**config.mk**
```make
export PLATFORM = sky130hd
export DESIGN_NAME = sseg_scan_decoder
export DESIGN_NICKNAME = d
export VERILOG_FILES = /design/src/rtl/sseg_scan_decoder.sv
export SDC_FILE = /design/constraint.sdc
export NUM_CORES = 1
export LEC_CHECK = 0
export ABC_AREA = 1
export ABC_CLOCK_PERIOD_IN_PS = 4740
export BUFFER_PORTS_ARGS = -buffer_cell sky130_fd_sc_hd__clkbuf_2
export CAP_MARGIN = 20
export CORE_AREA = 2 2 86 88
export DETAILED_ROUTE_END_ITERATION = 6
export DIE_AREA = 0 0 88 90
export MAX_ROUTING_LAYER = met4
export PLACE_DENSITY = 0.69
export SLEW_MARGIN = 20
export SYNTH_ARGS = -nofsm -noshare
export SYNTH_HDL_FRONTEND = slang
export SYNTH_SLANG_ARGS = --single-unit
```
**constraint.sdc**
```tcl
create_clock -name clk -period 4.74 [get_ports clk]
set_clock_uncertainty 0.1 [all_clocks]
set_input_delay 0.237 -clock clk [delete_from_list [all_inputs] [get_ports clk]]
set_output_delay 0.237 -clock clk [all_outputs]
set_load 0.02 [all_outputs]
```
**src/rtl/sseg_scan_decoder.sv**
```systemverilog
// Seven-segment scan decoder.
//
// Watches the active-low anode strobes and segment lines of a multiplexed
// seven-segment display, waits until {an_i,sseg_i} has been stable for
// STABLE_CYC consecutive samples, then decodes the pattern back into a hex
// digit for the strobed position.
//
// Ports:
//   clk        system clock
//   rst        asynchronous active-high reset
//   an_i       anode strobes, active low, one per position
//   sseg_i     segments, active low; [6:0]={g,f,e,d,c,b,a}, [7]=dp
//   err_clr_i  clears err_o (an error on the same edge wins)
//   digit_o    decoded hex value, position k at [4k+3:4k]
//   dp_o       decimal point lit, per position
//   blank_o    position showed all segments off
//   valid_o    position holds a legally decoded value or blank
//   update_o   one-cycle pulse when any digit/dp/blank field changes
//   frame_o    one-cycle pulse when every position has been captured
//   err_o      sticky error (illegal pattern or multi-anode overlap)
//
// State  | meaning
// SETTLE | sample changed recently; counting identical samples
// HOLD   | current sample already evaluated; waiting for a change
module sseg_scan_decoder #(
    parameter int NUM_DIG    = 4,
    parameter int STABLE_CYC = 16
) (
    input  logic                 clk,
    input  logic                 rst,
    input  logic [NUM_DIG-1:0]   an_i,
    input  logic [7:0]           sseg_i,
    input  logic                 err_clr_i,
    output logic [4*NUM_DIG-1:0] digit_o,
    output logic [NUM_DIG-1:0]   dp_o,
    output logic [NUM_DIG-1:0]   blank_o,
    output logic [NUM_DIG-1:0]   valid_o,
    output logic                 update_o,
    output logic                 frame_o,
    output logic                 err_o
);

    localparam int CW = (STABLE_CYC > 2) ? $clog2(STABLE_CYC) : 1;
    localparam logic [CW-1:0] CNT_MAX = CW'(STABLE_CYC - 1);

    typedef enum logic {SETTLE, HOLD} state_t;

    state_t                 state_q, state_d;
    logic [CW-1:0]          cnt_q, cnt_d;
    logic [NUM_DIG+7:0]     samp, smp_q;
    logic [NUM_DIG-1:0]     seen_q, seen_d;

    logic [4*NUM_DIG-1:0]   digit_d;
    logic [NUM_DIG-1:0]     dp_d, blank_d, valid_d;
    logic                   upd_d, frm_d, err_d;

    logic                   same, eval;
    logic [NUM_DIG-1:0]     an_r, sel;
    logic [7:0]             sg_r;
    logic                   one_low, multi_low, is_blank, legal;
    logic [4:0]             dec;

    // Returns {legal, value} for an active-low segment pattern.
    function automatic logic [4:0] hex_decode(input logic [6:0] pat);
        logic [4:0] r;
        case (pat)
            7'h40:   r = 5'h10;
            7'h79:   r = 5'h11;
            7'h24:   r = 5'h12;
            7'h30:   r = 5'h13;
            7'h19:   r = 5'h14;
            7'h12:   r = 5'h15;
            7'h02:   r = 5'h16;
            7'h78:   r = 5'h17;
            7'h00:   r = 5'h18;
            7'h10:   r = 5'h19;
            7'h08:   r = 5'h1A;
            7'h03:   r = 5'h1B;
            7'h46:   r = 5'h1C;
            7'h21:   r = 5'h1D;
            7'h06:   r = 5'h1E;
            7'h0E:   r = 5'h1F;
            default: r = 5'h00;
        endcase
        return r;
    endfunction

    // samp is what the input register is about to load; comparing it with
    // the current register is "new registered value == previous one".
    assign samp = {an_i, sseg_i};
    assign same = (samp == smp_q);

    assign an_r      = smp_q[NUM_DIG+7:8];
    assign sg_r      = smp_q[7:0];
    assign one_low   = ($countones(~an_r) == 1);
    assign multi_low = ($countones(~an_r) > 1);
    assign sel       = one_low ? ~an_r : '0;
    assign dec       = hex_decode(sg_r[6:0]);
    assign is_blank  = (sg_r[6:0] == 7'h7F);
    assign legal     = dec[4] | is_blank;

    always_ff @(posedge clk or posedge rst) begin
        if (rst) begin
            state_q <= SETTLE;
            cnt_q   <= '0;
            smp_q   <= '0;
        end else begin
            state_q <= state_d;
            cnt_q   <= cnt_d;
            smp_q   <= samp;
        end
    end

    always_comb begin
        state_d = state_q;
        cnt_d   = cnt_q;
        eval    = 1'b0;
        digit_d = digit_o;
        dp_d    = dp_o;
        blank_d = blank_o;
        valid_d = valid_o;
        seen_d  = seen_q;
        upd_d   = 1'b0;
        frm_d   = 1'b0;
        err_d   = err_o;

        // A change on the evaluation edge itself aborts the capture.
        if (!same) begin
            cnt_d   = '0;
            state_d = SETTLE;
        end else if (state_q == SETTLE) begin
            if (cnt_q == CNT_MAX) begin
                eval    = 1'b1;
                state_d = HOLD;
            end else begin
                cnt_d = cnt_q + CW'(1);
            end
        end

        for (int i = 0; i < NUM_DIG; i++) begin
            if (eval && sel[i]) begin
                if (legal) begin
                    if (!is_blank) begin
                        digit_d[4*i +: 4] = dec[3:0];
                    end
                    dp_d[i]    = ~sg_r[7];
                    blank_d[i] = is_blank;
                    valid_d[i] = 1'b1;
                    seen_d[i]  = 1'b1;
                end else begin
                    valid_d[i] = 1'b0;
                end
            end
        end

        if (eval && one_low && legal) begin
            upd_d = ({digit_d, dp_d, blank_d} != {digit_o, dp_o, blank_o});
            if (&seen_d) begin
                frm_d  = 1'b1;
                seen_d = '0;
            end
        end

        if (err_clr_i) begin
            err_d = 1'b0;
        end
        if (eval && (multi_low || (one_low && !legal))) begin
            err_d = 1'b1;
        end
    end

    always_ff @(posedge clk or posedge rst) begin
        if (rst) begin
            digit_o  <= '0;
            dp_o     <= '0;
            blank_o  <= '0;
            valid_o  <= '0;
            seen_q   <= '0;
            update_o <= 1'b0;
            frame_o  <= 1'b0;
            err_o    <= 1'b0;
        end else begin
            digit_o  <= digit_d;
            dp_o     <= dp_d;
            blank_o  <= blank_d;
            valid_o  <= valid_d;
            seen_q   <= seen_d;
            update_o <= upd_d;
            frame_o  <= frm_d;
            err_o    <= err_d;
        end
    end

endmodule

```
==> results by group <==
Outcome
  – Outcome: finished, final reports clean

Min path
  – Hold EP: err_o$_DFFE_PP0P_
  – WHS Path Cells: 2
  – Min-delay src: err_clr_i
  – Hold crit path type: input pin to register

STA
  – Slew Limit Fails: 0
  – Final setup margin: 1.42 ns
  – Final number of hold-violating endpoints: 0
  – Setup TNS: 0 ns
  – RSZ-0062 raised after global routing: false
  – Worst-margin pin slew: 0.534 ns
  – Min Hold Slack: 0.0175 ns
  – Highest Clock Rate: 0.301 GHz
  – Final period util: 70.0%
  – Headroom to the max-slew limit: 64.1%
  – Final min period: 3.32 ns
  – Setup violators final: 0

Yosys
  – Synth unique cells: 35
  – Synth Area in Simple Gates: 38.2%
  – Area leader, netlist: dfrtp_1
  – Top cells by area, synth: dfrtp_1 41%, nand2_1 15%, inv_1 7.8%, nand3_1 6.0%, nor2_1 5.6%
  – Yosys Warn Count: 0
  – XOR/XNOR share of the synthesized area: 1.39%
  – Multiplexer share of the synthesized area: 0%
  – Mapped Nets: 461
  – Syn Inst Count: 441
  – Synthesized flop and latch total: 52
  – Post-Syn Area: 3160 um^2
  – Syn Area/Cell: 7.16 um^2
  – Post-synth top area share: 41.2%
  – Sequential-to-total area share from yosys stat: 41.2%
  – Synth Area in Compound Gates: 7.02%
  – Largest family of logic cells by synthesized area: simple AND/OR/NAND/NOR gates
  – Synth Area in Adders: 2.22%

Routing
  – DR vias/cell: 4.86
  – DRC: 0
  – Via count: 2,945
  – Avg WL per Cell: 12.0 um
  – DR iter-0 viols: 206
  – Antenna-violating nets left: 0
  – Number of iterations in the first detailed-routing pass: 4
  – WL final: 7250 um

Die
  – Die height: 90 um
  – Core Area: 7020 um^2
  – Initial core utilization: 45.0%
  – Die Area: 7920 um^2
  – Row count: 31
  – I/O pins: 46
  – Die Width: 88 um

Place
  – Area post-placement: 3510 um^2
  – Placement Setup Slack: 1.41 ns
  – Post-detail-place hpwl: 5830 um
  – Cell Count Post-Placement: 585
  – Buffers added on ports: 45
  – GP Congestion: 0.902

Final layout
  – Commonest non-fill, non-tap cell in the layout: nand2_1
  – Share of layout cells above drive strength 1: 18.9%
  – Layout area overhead: 18.4%
  – Final Util: 53.3%
  – Final cell count without fillers: 606
  – Nets: 526
  – Commonest non-fill, non-tap cells in the layout: 124 x nand2_1, 65 x inv_1, 52 x dfrtp_1, 47 x nor2_1, 45 x clkbuf_2
  – Diode count: 0
  – Fillers: 709
  – Post-route cell area: 3740 um^2

GRT
  – First-pass GRT wire length: 12,400 um
  – Largest net degree at the start of global routing: 31
  – GRT overflow: 0
  – Number of global-route vias before repair: 2,730
  – Tot GR Track Use: 20.1%
  – Initial antenna violation count: 0

Power and ir drop
  – Flop pwr share: 56.5%
  – Sw power: 0.212 mW
  – Switching part of the total: 26.2%
  – Power per Cell Area: 217 nW/um^2
  – Int Power: 0.598 mW
  – Clk pwr share: 33.1%
  – Combinational share of power: 10.5%
  – VDD IR max: 120 uV
  – Pleak: 2.08 nW
  – Overall Power: 0.810 mW

Clock network
  – Post-cts sizing count: 0
  – Num CTS Buffers: 5
  – CTS Root Cell: clkbuf_8
  – Clock Tree Buf Depth: 2
  – H-tree depth: 2
  – Setup repair bufs after CTS: 0
  – Clock transition at path regs: 0.10 ns
  – Post-CTS Hold Fix Bufs: 13
  – CTS tree: built
  – Worst-Skew Late Latency: 0.31 ns
  – CTS sink count: 52

Setup path
  – Required @ worst endpoint: 4.85 ns
  – Reg2reg end: update_o$_DFF_PP0_
  – Crit start category: register
  – Crit end category: register
  – Worst r2r src: smp_q[8]$_DFF_PP0_
  – WP data arrival: 3.42 ns
  – Worst R2R Path Depth: 15
  – Worst-path fanout max: 7
  – Setup Crit Path Kind: register to register
  – R2R Setup Slk: 1.42 ns

Run
  – Maximum capacitance violations: 0
worst max-delay path, cell delays in order (launching register included):
cell,delay (ns)
dfrtp_1,0.46
fa_1,0.56
inv_1,0.04
ha_1,0.19
inv_1,0.06
ha_1,0.21
nor3_1,0.45
nand4_4,0.22
nor2_2,0.33
nand2_2,0.10
nand2_1,0.07
o21ai_1,0.07
nand2_1,0.07
nand3_1,0.07
a21oi_1,0.12
nand3_1,0.08
worst max-delay path by stage:
stage | start | to
final | smp_q[8]$_DFF_PP0_ | update_o$_DFF_PP0_
after global routing | smp_q[8]$_DFF_PP0_ | update_o$_DFF_PP0_
after CTS | smp_q[8]$_DFF_PP0_ | update_o$_DFF_PP0_
after detailed placement | smp_q[8]$_DFF_PP0_ | update_o$_DFF_PP0_
after global placement | smp_q[8]$_DFF_PP0_ | update_o$_DFF_PP0_
after floorplan | smp_q[8]$_DFF_PP0_ | update_o$_DFF_PP0_
cells in the mapped netlist (all sizes together):
cell type	number
nand3b	3
and2	1
nor2	64
nand3	39
a22oi	3
xor2	1
a21boi	1
dfrtp	52
a21oi	9
nor4	1
nand4	11
clkinv	1
o21ai	21
fa	1
nand2	133
nor3	5
o31ai	1
o22ai	3
o21bai	2
xnor2	4
or2	1
ha	4
inv	79
buf	1
cell families after synthesis:
logic type               Yosys count
XOR/XNOR                           5
adder cells (fa/ha/maj)            5
flip-flops                        52
AO/OA/AOI/OAI                     40
AND/OR/NAND/NOR                  258
buffers and inverters             81
power by group through the flow:
stage	Clock [mW]	Sequential (mW)	Combinational, mW
6_report	0.268	0.457	0.0849
5_1_grt	0.296	0.458	0.0986
4_1_cts	0.275	0.457	0.0860
3_5_place_dp	0	0.466	0.0778
3_3_place_gp	0	0.466	0.0744
2_1_floorplan	0	0.464	0.0561
final cells by class:
| cell class | instances | area, um^2 | share of cell area, % |
|---|---|---|---|
| clock buffers | 7 | 86.3 | 2.31 |
| repair buffers | 59 | 375 | 10.0 |
| clock inverters | 1 | 7.51 | 0.201 |
| inverters | 80 | 303 | 8.10 |
| multi-input cells | 308 | 1540 | 41.2 |
| flip-flops and latches | 52 | 1300 | 34.8 |
| well taps | 99 | 124 | 3.31 |
layer usage:
layer / part of all wire [%] / GRT usage, % / up-vias
met5: 0 / - / -
met4: 1.2 / 4.74 / 0
met3: 4.4 / 3.31 / 9
met2: 46 / 30.7 / 68
met1: 48 / 28.1 / 1357
li1: - / - / 1511
flip-flops by register name, summed over array words and instances (netlist names):
| signal | count |
|---|---|
| valid_o | 4 |
| frame_o | 1 |
| state_q | 1 |
| smp_q | 12 |
| digit_o | 16 |
| update_o | 1 |
| dp_o | 4 |
| cnt_q | 4 |
| blank_o | 4 |
| seen_q | 4 |
| err_o | 1 |
No activity file was read; power rests on OpenSTA's default activity.
